[src/rtl/blackjack_round_ctrl_pkg.sv]
// blackjack_pkg: shared types and constants for the 17-point round sequencer.
//   state_t        - round FSM state encoding (also exported on the debug port)
//   CARD_MIN/MAX   - legal card value range
//   DEFAULT_TARGET - default winning hand sum
//   SUM_W          - hand sum width (7 cards x 9 points = 63 fits in 6 bits)
//   card_legal()   - legality check for a presented card value
package blackjack_pkg;

  typedef enum logic [2:0] {
    IDLE   = 3'd0,
    FETCH  = 3'd1,
    EVAL   = 3'd2,
    DECIDE = 3'd3,
    DONE   = 3'd4
  } state_t;

  localparam int CARD_MIN       = 1;
  localparam int CARD_MAX       = 9;
  localparam int DEFAULT_TARGET = 17;
  localparam int SUM_W          = 6;

  function automatic logic card_legal(input logic [3:0] v);
    return (v >= 4'(CARD_MIN)) && (v <= 4'(CARD_MAX));
  endfunction

endpackage

[src/rtl/blackjack_round_ctrl_card_fetch.sv]
// card_fetch: card source handshake for the round sequencer.
//   clk, rst    - clock, synchronous active-high reset
//   req_next    - FSM's next-cycle request (next state is FETCH)
//   card_valid  - source has a card on card_value
//   card_value  - presented card value (legal 1..9)
//   card_req    - registered request to the card source
//   accept      - strobe: a legal card is taken on this edge
module card_fetch
  import blackjack_pkg::*;
(
  input  logic       clk,
  input  logic       rst,
  input  logic       req_next,
  input  logic       card_valid,
  input  logic [3:0] card_value,
  output logic       card_req,
  output logic       accept
);

  // Request is registered from the FSM's next state so it is high exactly
  // in the FETCH cycles, and drops in the cycle after acceptance.
  always_ff @(posedge clk) begin
    if (rst) card_req <= 1'b0;
    else     card_req <= req_next;
  end

  // Illegal values are simply not accepted; the request stays up.
  assign accept = card_req && card_valid && card_legal(card_value);

endmodule

[src/rtl/blackjack_round_ctrl.sv]
// blackjack_round_ctrl: round sequencer for the 17-point card game.
// Requests cards, accumulates the hand, takes hit/stand decisions and
// issues single-cycle win/lose pulses.
// Ports:
//   clk, rst               - clock, synchronous active-high reset
//   start                  - begin a round (IDLE or DONE only)
//   hit, stand             - player decision, sampled in DECIDE only
//   card_req/valid/value   - card source handshake
//   card_count, hand_sum   - cards accepted / running sum this round
//   state                  - FSM state encoding for debug/display
//   busy                   - high except in IDLE and DONE
//   win_pulse, lose_pulse  - one-cycle result indications
//   round_done             - high in DONE
// Optional feature macro: ROUND_TIMEOUT_EN (decide-phase timeout of
// TIMEOUT_CYC cycles, treated as stand).
module blackjack_round_ctrl
  import blackjack_pkg::*;
#(
  parameter int TARGET      = DEFAULT_TARGET,
  parameter int MAX_CARDS   = 4,
  parameter int TIMEOUT_CYC = 1000
) (
  input  logic             clk,
  input  logic             rst,
  input  logic             start,
  input  logic             hit,
  input  logic             stand,
  output logic             card_req,
  input  logic             card_valid,
  input  logic [3:0]       card_value,
  output logic [2:0]       card_count,
  output logic [SUM_W-1:0] hand_sum,
  output logic [2:0]       state,
  output logic             busy,
  output logic             win_pulse,
  output logic             lose_pulse,
  output logic             round_done
);

  state_t cur_st, nxt_st;
  logic   accept;
  logic   clr_hand;
  logic   win_next, lose_next;
  logic   tmo_hit;

  card_fetch u_fetch (
    .clk        (clk),
    .rst        (rst),
    .req_next   (nxt_st == FETCH),
    .card_valid (card_valid),
    .card_value (card_value),
    .card_req   (card_req),
    .accept     (accept)
  );

`ifdef ROUND_TIMEOUT_EN
  // Counter is zero on DECIDE entry and counts each DECIDE cycle; the
  // timeout fires so that DONE is reached TIMEOUT_CYC edges after entry.
  localparam int TMO_W = (TIMEOUT_CYC > 1) ? $clog2(TIMEOUT_CYC) : 1;
  logic [TMO_W-1:0] tmo_cnt;

  always_ff @(posedge clk) begin
    if (rst || cur_st != DECIDE) tmo_cnt <= '0;
    else                         tmo_cnt <= tmo_cnt + TMO_W'(1);
  end

  assign tmo_hit = (cur_st == DECIDE) && (tmo_cnt == TMO_W'(TIMEOUT_CYC - 1));
`else
  // No timeout: DECIDE waits indefinitely. TIMEOUT_CYC kept for a uniform
  // parameter list across builds.
  assign tmo_hit = 1'b0 && (TIMEOUT_CYC > 0);
`endif

  always_ff @(posedge clk) begin
    if (rst) cur_st <= IDLE;
    else     cur_st <= nxt_st;
  end

  always_comb begin
    nxt_st    = cur_st;
    clr_hand  = 1'b0;
    win_next  = 1'b0;
    lose_next = 1'b0;
    unique case (cur_st)
      IDLE, DONE: begin
        if (start) begin
          nxt_st   = FETCH;
          clr_hand = 1'b1;
        end
      end
      FETCH: begin
        if (accept) nxt_st = EVAL;
      end
      EVAL: begin
        if (hand_sum == SUM_W'(TARGET)) begin
          win_next = 1'b1;
          nxt_st   = DONE;
        end else if (hand_sum > SUM_W'(TARGET)) begin
          lose_next = 1'b1;
          nxt_st    = DONE;
        end else if (card_count < 3'd2) begin
          nxt_st = FETCH;
        end else if (card_count == 3'(MAX_CARDS)) begin
          lose_next = 1'b1;
          nxt_st    = DONE;
        end else begin
          nxt_st = DECIDE;
        end
      end
      DECIDE: begin
        // Stand beats hit; a decision in the terminal cycle beats timeout.
        if (stand || (!hit && tmo_hit)) begin
          lose_next = 1'b1;
          nxt_st    = DONE;
        end else if (hit) begin
          nxt_st = FETCH;
        end
      end
      default: nxt_st = IDLE;
    endcase
  end

  // Registered outputs and hand accumulator; a card presented in a reset
  // cycle is discarded because reset has priority.
  always_ff @(posedge clk) begin
    if (rst) begin
      hand_sum   <= '0;
      card_count <= '0;
      win_pulse  <= 1'b0;
      lose_pulse <= 1'b0;
      round_done <= 1'b0;
      busy       <= 1'b0;
    end else begin
      if (clr_hand) begin
        hand_sum   <= '0;
        card_count <= '0;
      end else if (accept) begin
        hand_sum   <= hand_sum + SUM_W'(card_value);
        card_count <= card_count + 3'd1;
      end
      win_pulse  <= win_next;
      lose_pulse <= lose_next;
      round_done <= (nxt_st == DONE);
      busy       <= (nxt_st != IDLE) && (nxt_st != DONE);
    end
  end

  assign state = cur_st;

endmodule

[config.mk]
export PLATFORM = sky130hd
export DESIGN_NAME = blackjack_round_ctrl
export DESIGN_NICKNAME = d
export VERILOG_FILES = /design/src/rtl/blackjack_round_ctrl_pkg.sv /design/src/rtl/blackjack_round_ctrl_card_fetch.sv /design/src/rtl/blackjack_round_ctrl.sv
export SDC_FILE = /design/constraint.sdc
export NUM_CORES = 1
export LEC_CHECK = 0
export CAP_MARGIN = 20
export CORE_UTILIZATION = 45
export CTS_CLUSTER_DIAMETER = 100
export DETAILED_ROUTE_END_ITERATION = 7
export PLACE_DENSITY = 0.77
export RECOVER_POWER = 25
export SLEW_MARGIN = 20
export SYNTH_ARGS = -nofsm -noshare
export SYNTH_HDL_FRONTEND = slang
export SYNTH_SLANG_ARGS = --single-unit
export TNS_END_PERCENT = 1
[constraint.sdc]
create_clock -name clk -period 2.1 [get_ports clk]
set_clock_uncertainty 0.2 [all_clocks]
set_input_delay 0.42 -clock clk [delete_from_list [all_inputs] [get_ports clk]]
set_output_delay 0.42 -clock clk [all_outputs]
set_load 0.02 [all_outputs]
# Word-level counts from Yosys, hierarchy flattened
# Cells that the tools add are included.
[op_classes]
reduce_logical = 9
order_cmp = 4
n_mux = 18
bitwise_logic = 1
addsub = 2
n_eq_ne = 9
[ops]
columns = ["op", "n"]
rows = [
  ["2-to-1 mux 3 bit", 8],
  ["case mux 3 bit (4 select lines)", 1],
  ["== test 3 bit (second input constant)", 3],
  ["2-to-1 mux 1 bit", 8],
  ["adder 6 x 4 -> 6 bit", 1],
  ["== test 3 x 1 -> 1 bit (second input constant)", 2],
  ["== test 3 x 2 -> 1 bit (second input constant)", 2],
  ["== test 6 x 5 -> 1 bit (second input constant)", 1],
  ["> comparator 6 x 5 -> 1 bit (second input constant)", 1],
  ["OR reduction 2 bit", 3],
  [">= comparator 4 x 1 -> 1 bit (second input constant)", 1],
  ["less-or-equal comparator 4 bit (second input constant)", 1],
  ["logical AND 1 bit", 4],
  ["adder 3 x 1 -> 3 bit (second input constant)", 1],
  ["zero test 3 bit", 1],
  ["< comparator 3 x 2 -> 1 bit (second input constant)", 1],
  ["inequality test 3 bit (second input constant)", 1],
  ["nonzero test 3 bit", 1],
  ["case mux 1 bit (2 select lines)", 1],
  ["inverter 1 bit", 1],
]
[word_totals]
wordCells = 51
register_bits = 17
out_inout_bits = 17
in_bits = 10

# Longest topological paths before layout
# Gate-level depths: netlist of the first run.
[logic_depth]
word_depth = 8
depth_mapped = 8
mapped_depth_nobuf = 8

# Cells and area by module
# Synthesis of the first run repeated with hierarchy kept, for this count alone.
[unflattened]
cells_unflattened = 96
area_unflattened_um2 = 878.3
[by_module_without_submodules]
columns = ["module", "cells_each", "area_each_um2", "seq_area_each_um2", "instances"]
rows = [
  ["blackjack_round_ctrl", 91, 830.8, 320.3, 1],
  ["card_fetch", 5, 47.5, 20.0, 1],
]

# Worst setup path after synthesis of the first run
# OpenSTA, ideal clock, no wires.
[synth_timing]
path_type = "input port to flip-flop"
startpoint = "input card_value[1]"
endpoint = "register hand_sum[5]"
cell_stages = 6
arrival_time_ps = 1585
required_time_ps = 1774
setup_slack_ps = 189
setup_time_ps = 126
cell_sequence = "or4_1 > and4_4 > buf_4 > o211ai_1 > xor2_1 > nor2_1"
[synth_between]
elab_chain_len = 3
elab_cells_between_ends = 5
classes_between = "add/sub (1); order compare (2); reduce/logical (2)"
[synth_rtl]
columns = ["element", "line_no", "rtl"]
rows = [
  ["from (decl)", "blackjack_round_ctrl.sv:30", "input logic [3:0] card_value,"],
  [">= comparator 4 x 1 -> 1 bit / less-or-equal comparator 4 bit (equally long branches)", "blackjack_round_ctrl_pkg.sv:23", "return (v >= 4'(CARD_MIN)) && (v <= 4'(CARD_MAX));"],
  ["logical AND 1 bit", "blackjack_round_ctrl_pkg.sv:23", ""],
  ["logical AND 1 bit", "blackjack_round_ctrl_card_fetch.sv:28", "assign accept = card_req && card_valid && card_legal(card_value);"],
  ["to (signal assigned)", "blackjack_round_ctrl.sv:138", "hand_sum <= hand_sum + SUM_W'(card_value);"],
  ["to (decl)", "blackjack_round_ctrl.sv:32", "output logic [SUM_W-1:0] hand_sum,"],
]
# Parallel ways exist; a longest one is shown, timed or not.
# A chain may end at the register's enable or synchronous reset.

# Worst setup path after layout of the first run
[layout_timing]
startpoint = "input card_value[2]"
endpoint = "register hand_sum[5]"
# Same word-level chain as after synthesis.

==> run metrics, run 1 <==
WL met2=1079 um; share of cells above drive strength 1=0.1511; Die Span Y=47.09 um; Net Switching=approximately 170 uW; Pre-Repair DR Iteration Count=4; Worst-Margin Slew=slightly below 0.4 ns; Util after Layout=0.7265; clk_lat worst skew=0.29 ns; Clk pwr share=0.272; async set or reset register ratio after synthesis=0; Tot Pwr=641.0 uW; Power Density=484.7 nW/um2; Final Wtd Congestion=0.8431; Worst Path Max Fanout=8; Synth area leaders=dfxtp_1, ha_1, nor2_1; worst path cell trace=clkdlybuf4s50_1, or4_1, and4_4, buf_4, buf_12, o211ai_1, xor2_1, nor2_1; Sw Share=0.2640; Initial DRC Count=22; CP top delay family=buffers and inverters; Data arrival, critical path=about 2.0 ns; final worst path period share=0.9787; H-tree depth=1; CP Data Required Time=between 2 and 2.5 ns; outcome=finished clean; largest net degree at the start of global routing=10; Reg power frac=0.529; # port buffers=26; Root Buffer=clkbuf_4; met1 WL=994 um; hold buffer count at cts=0; area of the die=between 2000 and 2500 um2; total grt overflow=0; crit path time final=2.055 ns; slowest stage delay, CP=0.41 ns; Worst setup SP type=primary input; Avg Cell Area, Syn=8.880 um2; Mapped Nets=120; number of synthesized flops with an enable pin=0; Main synth FF type=dfxtp_1; Core Area=1821 um2; DR WL met3=about 150 um; combinational power share=0.200; Layout area overhead=44.60%; Critical Path Slowest Stage Cell=clkdlybuf4s50_1; Yosys warning total=0; cell area after synthesis=914.6 um2; Antenna Diode Count=0; row count=15; CP endpoint kind=register; register bit total from synthesis=17; vias in the first global route=843; first-pass GRT wire length=3601 um; Synth area leader=dfxtp_1; critical path type=in2reg; Num Clock Sinks=17; Post-Syn Instances=103; post-route setup slack=approximately 0.045 ns; Inserted Clock Buffers=3; Die W=47.09 um; final setup violation count=0; post-synthesis sequential area ratio=0.3721; CTS Buffer Depth=2; CTS tree=done; clk slew on worst S/H paths=0.09 ns; DR WL/cell=~14 um; Fin Setup TNS=0 ns; leakage=0.0005277 uW; Pins Over Slew Limit=0; IO Pins=27; f_max=between 0.4 and 0.5 GHz; worst path bufs/invs=3; Total Routed Length=around 2300 um; pre-CTS worst setup slack=-0.4535 ns; Top Metal Used=met4; Starting Density=0.5024; initial antenna violation count=0; fillers=154; number of max-cap violations=0; top-area cell type share of the netlist area=0.3721; vias per cell=5.335; Internal Power=471.8 uW; worst rel slew slack=0.7402; RSZ-0062 raised after global routing=false; VDD IR-drop max=0.0003672 V; post-synthesis cell type count=35; Worst Hold Class=reg2reg; Hold Vio Cnt, Final=0; DRT antenna net count=0; GRT Util Overall=0.2359; routed vias=875; DP Wirelength=1672 um; fin nets=around 160; # DRC=0
-- cells in the mapped netlist, types with 2 or more instances --
cell type	count
nand2_1	5
inv_1	7
dfxtp_1	17
xnor2_1	2
ha_1	6
mux2i_1	4
a21oi_1	6
nor2_1	15
a21o_1	2
o21ai_0	6
a211oi_1	2
nor2b_1	6
xor2_1	3
-- worst reg2reg max path, stage by stage, from the launching register on --
cell and delay [ns]:
dfxtp_1 0.42, ha_1 0.21, inv_1 0.06, fa_1 0.39, nor2b_1 0.12, o21a_1 0.12
o21ai_0 0.09, xor2_1 0.15, nor2_1 0.05
-- state kept, by name, indices dropped and copies added (netlist names) --
signal and flops:
round_done 1, win_pulse 1, busy 1, card_count 3
u_fetch.card_req 1, state 3, lose_pulse 1, hand_sum 6
-- repair_timing --
item                                    4_1_cts  5_1_grt
buffers inserted                              2        0
pin swaps                                     4        3
endpoints found under the setup margin        6        5
resized for setup                             5        4
-- cell families (layout without fill, tap and decap cells) --
logic type                 count (synthesis)  in the layout  share of synthesized area
adders and majority gates                  7              7                     0.1040
xor gates and xnor gates                   5              5                    0.04789
buffers and inverters                     10             46                    0.04514
AOI/OAI and AO/OA                         21             21                     0.1519
muxes                                      5              5                    0.05609
and+or+nand+nor                           38             38                     0.2230
DFF                                       17             17                     0.3721
-- layout by cell type (no fill, tap or decap), drive strengths merged --
cell           netlist  final
clkdlybuf4s50        0     20
dfxtp               17     17
nor2                15     15
buf                  2      9
inv                  7      7
nor2b                6      6
nand2                6      6
a21oi                6      6
o21ai                6      6
ha                   6      6
mux2i                4      4
clkbuf               1      4
xor2                 3      3
dlygate4sd2          0      3
dlygate4sd3          0      3
a21o                 2      2
xnor2                2      2
a211oi               2      2
or4                  1      1
and4                 1      1
mux2                 1      1
nand3b               1      1
o311ai               1      1
nor3b                1      1
or3                  1      1
and3                 1      1
nor4                 1      1
nand3                1      1
o41ai                1      1
nand2b               1      1
o21a                 1      1
and2                 1      1
a22o                 1      1
nor4b                1      1
o211ai               1      1
fa                   1      1
-- per-stage QoR --
stage | instance area [um2] | std cells | hold WS, ns
floorplan | 914.6 | 103 | 0.3797
detailed placement | 1256 | 158 | 0.3466
CTS | 1308 | 164 | 0.3597
global placement | 1256 | 158 | 0.3285
global route | 1323 | 164 | 0.3350
finish | 1323 | 164 | 0.3149
-- worst paths after layout --
path                                     from           to  slack, ns  cells past startpoint
worst max-delay path            card_value[2]  hand_sum[5]       0.04                      8
worst min-delay path              hand_sum[4]    win_pulse       0.31                      2
worst max register to register    hand_sum[0]  hand_sum[4]       0.18                      8
worst min register to register    hand_sum[4]    win_pulse       0.31                      2
-- metal layers --
layer  GRT usage  up-vias
met3     0.08462        4
met4     0.08571        0
met5           0        -
met2      0.3861       35
met1      0.2850      405
li1            -      431
-- power groups by stage --
stage / clock [uW] / combinational (uW) / sequential, uW
2_1_floorplan: 0 / 51.0 / 355
3_3_place_gp: 0 / 114 / 346
3_5_place_dp: 0 / 118 / 346
4_1_cts: 172 / 126 / 339
5_1_grt: 188 / 138 / 340
6_report: 174 / 128 / 339
-- area by class of cell --
cell class / count / area, um2 / share of cell area
Timing Repair Buffer: 35 / 336.6 / 0.2545
Sequential cell: 17 / 342.8 / 0.2592
Tap cell: 25 / 31.28 / 0.02365
Multi-Input combinational cell: 76 / 559.3 / 0.4229
Clock buffer: 4 / 26.28 / 0.01987
Inverter: 7 / 26.28 / 0.01987
Power figures use the tool's default switching activity.
==> run 2: changes to the inputs <==
--- a/config.mk
+++ b/config.mk
@@ -9,6 +9,7 @@
 export CORE_UTILIZATION = 45
 export CTS_CLUSTER_DIAMETER = 100
 export DETAILED_ROUTE_END_ITERATION = 7
+export MAX_ROUTING_LAYER = met4
 export PLACE_DENSITY = 0.77
 export RECOVER_POWER = 25
 export SLEW_MARGIN = 20
==> run 2 against run 1 <==
- wire length down 1.5%
- cell area unchanged
- combinational power about the same
- sequential power about the same
- critical path type unchanged
- final cell count unchanged
- global-route usage up 0.69 points
- count of clock-buffer cells in the layout unchanged
- highest routed layer unchanged
- first-iteration DRC count up 9.1%
- die area unchanged
- clock power about the same
==> run metrics, run 2 (synthesis gave the netlist of run 1 again) <==
CTS Buffer Depth=2; final setup violation count=0; vias in the first global route=841; # DRC=0; Starting Density=0.5024; H-tree depth=1; Power Density=slightly below 500 nW/um2; routed vias=approximately 880; Initial DRC Count=24; # port buffers=26; Net Switching=approximately 170 uW; Pins Over Slew Limit=0; Internal Power=471.7 uW; Worst setup SP type=primary input; Clk pwr share=0.270; CP endpoint kind=register; Total Routed Length=2224 um; Antenna Diode Count=0; CP Data Required Time=between 2 and 2.5 ns; Finished Cell Area=1323 um2; fillers=154; area of the die=2217 um2; IO Pins=27; most flop-heavy register=hand_sum; Storage cell area=about 340 um2; row count=15; worst hold slack=around 0.32 ns; Worst-Margin Slew=0.3952 ns; leakage=0.0005277 uW; hold buffer count at cts=0; Hold Vio Cnt, Final=0; Num Clock Sinks=17; DRT antenna net count=0; RSZ-0062 raised after global routing=false; critical path type=in2reg; Worst Hold Class=reg2reg; Inserted Clock Buffers=3; Die W=around 47 um; Core Area=1821 um2; most common cell after layout, fill and taps aside=clkdlybuf4s50_1; DR WL/cell=13.56 um; area of the multi-input gates=559.3 um2; Layout area overhead=44.60%; worst rel slew slack=0.7365; VDD IR-drop max=about 0.00036 V; CTS tree=done; largest net degree at the start of global routing=10; most frequent cells in the layout=clkdlybuf4s50_1, nor2_1, dfxtp_1, buf_4, inv_1; vias per cell=5.348; Final Wtd Congestion=roughly 0.86; Worst Path Max Fanout=8; crit path time final=2.056 ns; outcome=finished clean; Data arrival, critical path=2.03 ns; DP Wirelength=1672 um; clk slew on worst S/H paths=approximately 0.090 ns; total grt overflow=0; fin nets=157; clk_lat worst skew=0.29 ns; Root Buffer=clkbuf_4; Die Span Y=~47 um; final worst path period share=0.9791; GRT Util Overall=0.2428; combinational power share=0.200; share of cells above drive strength 1=0.1511; f_max=0.4864 GHz; initial antenna violation count=0; Fin Setup TNS=0 ns; max reg flops=6; placed inst area=1256 um2; Reg power frac=0.530; number of max-cap violations=0; Pre-Repair DR Iteration Count=4; Sw Share=0.2620; first-pass GRT wire length=3588 um
[run 2: cell counts in the layout (fill, tap and decap cells not counted)]
Identical to the previous run, type by type.
[run 2: worst max-delay path, cell delays in order]
cell	delay, ns
clkdlybuf4s50_1	0.41
or4_1	0.41
and4_4	0.19
buf_4	0.15
buf_12	0.13
o211ai_1	0.10
xor2_1	0.17
nor2_1	0.05
[run 2: per-stage QoR]
stage | power [uW] | utilization | setup WS [ns] | cells
after floorplan | 405.8 | - | 0.1892 | 103
after global placement | 460.3 | 0.6900 | -0.3161 | 158
after detailed placement | 464.4 | 0.6900 | -0.4535 | 158
after CTS | 637.2 | 0.7182 | 0.01510 | 164
after global routing | 664.5 | 0.7265 | 0.002064 | 164
final | 639.2 | 0.7265 | 0.04387 | 164
[run 2: power by group through the flow]
stage | clock network (uW) | registers [uW] | logic, uW
5_1_grt | 186 | 340 | 138
2_1_floorplan | 0 | 355 | 51.0
6_report | 173 | 339 | 128
3_5_place_dp | 0 | 346 | 118
4_1_cts | 172 | 339 | 126
3_3_place_gp | 0 | 346 | 114
[run 2: layout make-up]
cell class	count	share of cell area
multi-input cells	76	0.4229
flip-flops and latches	17	0.2592
repair buffers	35	0.2545
well taps	25	0.02365
clock buffers	4	0.01987
inverters	7	0.01987
[run 2: worst paths after layout]
| path | slack (ns) | end | from | cells past startpoint |
|---|---|---|---|---|
| setup / recovery | 0.04 | hand_sum[5] | card_value[2] | 8 |
| hold / removal | 0.32 | win_pulse | hand_sum[4] | 2 |
| setup reg to reg | 0.19 | hand_sum[4] | hand_sum[0] | 8 |
| hold reg to reg | 0.32 | win_pulse | hand_sum[4] | 2 |
[run 2: metal layers]
| layer | GRT usage | part of all wire | vias up |
|---|---|---|---|
| li1 | - | - | 430 |
| met1 | 0.2874 | 0.43 | 410 |
| met2 | 0.3861 | 0.49 | 31 |
| met3 | 0.07692 | 0.059 | 6 |
| met4 | 0.08571 | 0.017 | 0 |
| met5 | - | 0 | - |
[run 2: repair_timing]
action,in CTS,in global routing
pin swaps,4,3
resized for setup,5,4
endpoints found under the setup margin,6,5
buffers inserted,2,0
==> run 3: changes to the inputs <==
--- a/config.mk
+++ b/config.mk
@@ -6,11 +6,12 @@
 export NUM_CORES = 1
 export LEC_CHECK = 0
 export CAP_MARGIN = 20
-export CORE_UTILIZATION = 45
+export CORE_UTILIZATION = 55
 export CTS_CLUSTER_DIAMETER = 100
 export DETAILED_ROUTE_END_ITERATION = 7
+export DONT_BUFFER_PORTS = 1
 export MAX_ROUTING_LAYER = met4
-export PLACE_DENSITY = 0.77
+export PLACE_DENSITY = 0.67
 export RECOVER_POWER = 25
 export SLEW_MARGIN = 20
 export SYNTH_ARGS = -nofsm -noshare
==> run 3 against run 2 <==
- critical path type is now reg2reg
- critical path depth fell by 2
- utilization fell by 7.4 points
- cell area fell by 25%
- non-clock buffer count fell by 28
- sequential cell count did not move
- combinational power fell by 48%
- register-to-register slack got worse by 0.02 ns
- highest routed layer unchanged
- hold slack got worse by 0.11 ns
==> run metrics, run 3 (synthesis gave the netlist of run 1 again) <==
worst path cell trace=ha_1, and2_1, a22o_1, o211ai_1, xor2_1, nor2_1; leakage=0.0004041 uW; RSZ-0062 raised after global routing=false; most frequent cells in the layout=dfxtp_1, nor2_1, inv_1; Initial DRC Count=17; CP Data Required Time=2.08 ns; Die W=42.78 um; Data arrival, critical path=1.91 ns; Die Span Y=roughly 43 um; H-tree depth=1; most common cell after layout, fill and taps aside=dfxtp_1; Reg2Reg Setup Slack=about 0.17 ns; Final Wtd Congestion=0.8593; Total Routed Length=between 1500 and 2000 um; Layout area overhead=8.755%; Pins Over Slew Limit=0; CTS tree=done; R2R depth=6; fin nets=129; GRT Util Overall=0.2182; Starting Density=0.6002; Sw Share=0.2724; Power Density=593.5 nW/um2; Inserted Clock Buffers=3; clk slew on worst S/H paths=0.09 ns; CTS Buffer Depth=2; Worst-Margin Slew=0.4097 ns; combinational power share=0.112; worst hold slack=just over 0.2 ns; CP endpoint kind=register; IO Pins=27; min-delay src=card_value[0]; largest net degree at the start of global routing=13; area of the die=1830 um2; DP Wirelength=around 1300 um; number of max-cap violations=0; Clk pwr share=0.301; final worst path period share=0.9188; Core Area=1524 um2; crit path time final=1.929 ns; Setup Fix Bufs, Post-CTS=0; Critical R2R Capture=hand_sum[5]; # DRC=0; row count=14; routed vias=about 740; vias in the first global route=687; Root Buffer=clkbuf_4; # port buffers=0; Reg power frac=0.587; VDD IR-drop max=about 0.00052 V; total grt overflow=0; clk_lat worst skew=0.30 ns; post-cts resize count=0; Hold Vio Cnt, Final=0; Worst setup SP type=register; Worst Hold Class=in2reg; DRT antenna net count=0; most flop-heavy register=hand_sum; Tot Pwr=around 590 uW; vias per cell=5.850; worst rel slew slack=0.7268; WHS Endpoint=hand_sum[0]; outcome=finished clean; Critical Path Slowest Stage Cell=dfxtp_1; slowest stage delay, CP=0.51 ns; Worst Hold Depth=3; max reg flops=6; Net Switching=approximately 160 uW; Antenna Diode Count=0; first-pass GRT wire length=2925 um; Reg-to-Reg Start=hand_sum[2]; Worst Path Max Fanout=4; Fin Setup TNS=0 ns; DR WL/cell=14.24 um; initial antenna violation count=0; share of cells above drive strength 1=0.1171; Internal Power=429.5 uW; f_max=between 0.5 and 0.6 GHz; Pre-Repair DR Iteration Count=4; critical path type=reg2reg; Num Clock Sinks=17; final setup violation count=0
-- run 3: cell count changes in the layout (fill, tap and decap cells not counted), moves of 2 or more --
| cell | change |
|---|---|
| dfxtp_2 | -2 |
| dfxtp_1 | +2 |
| buf_4 | -4 |
| dlygate4sd2_1 | -3 |
| dlygate4sd3_1 | -2 |
| clkdlybuf4s50_1 | -20 |
-- run 3: final cells by class --
class / count / area (um2)
Clock inverter: 1 / 5.005
Sequential cell: 17 / 340.3
Multi-Input combinational cell: 76 / 533.0
Clock buffer: 3 / 22.52
Fill cell: 134 / 529.3
Inverter: 7 / 26.28
Timing Repair Buffer: 7 / 47.55
Tap cell: 16 / 20.02
-- run 3: metal layers --
| layer | vias up | GRT usage | part of all wire |
|---|---|---|---|
| met1 | 347 | 0.2960 | 0.50 |
| li1 | 376 | - | - |
| met3 | 3 | 0.07660 | 0.056 |
| met5 | - | - | 0 |
| met4 | 0 | 0.1125 | 0.011 |
| met2 | 17 | 0.2818 | 0.43 |
-- run 3: how the worst max path moves through the flow --
| stage | from | to | slack [ns] | depth (start not counted) |
|---|---|---|---|---|
| after floorplan | card_value[1] | hand_sum[5] | 0.19 | 6 |
| after global placement | card_value[1] | u_fetch.card_req | 0.09 | 5 |
| after detailed placement | card_value[1] | u_fetch.card_req | 0.06 | 5 |
| after CTS | hand_sum[2] | hand_sum[5] | 0.18 | 6 |
| after global routing | hand_sum[1] | hand_sum[4] | 0.05 | 7 |
| final | hand_sum[2] | hand_sum[5] | 0.17 | 6 |
-- run 3: stage by stage --
stage	std cells	worst slack, ns	utilization	area (um2)
floorplan	103	0.1892	-	914.6
global placement	122	0.09093	0.6330	964.7
detailed placement	122	0.06421	0.6330	964.7
CTS	127	0.1757	0.6576	1002
global route	127	0.04509	0.6527	994.7
finish	127	0.1706	0.6527	994.7
-- run 3: power by group through the flow --
stage               combinational, uW  sequential [uW]  clock, uW
finish                           66.2              346        178
global route                     72.7              348        193
CTS                              66.8              346        180
detailed placement               62.4              354          0
global placement                 60.7              354          0
floorplan                        51.0              355          0
-- run 3: timing repair --
item / in CTS / in global routing
hold endpoints to repair: 8 / 0
endpoints found under the setup margin: 0 / 0
hold buffers: 1 / 0
-- run 3: critical path: cells and delay by family (launching register included) --
family          cells  cell delay, ns
simple gates        2            0.21
fa+ha+maj           1            0.33
flops               1            0.51
xor+xnor            1            0.16
compound gates      2            0.40
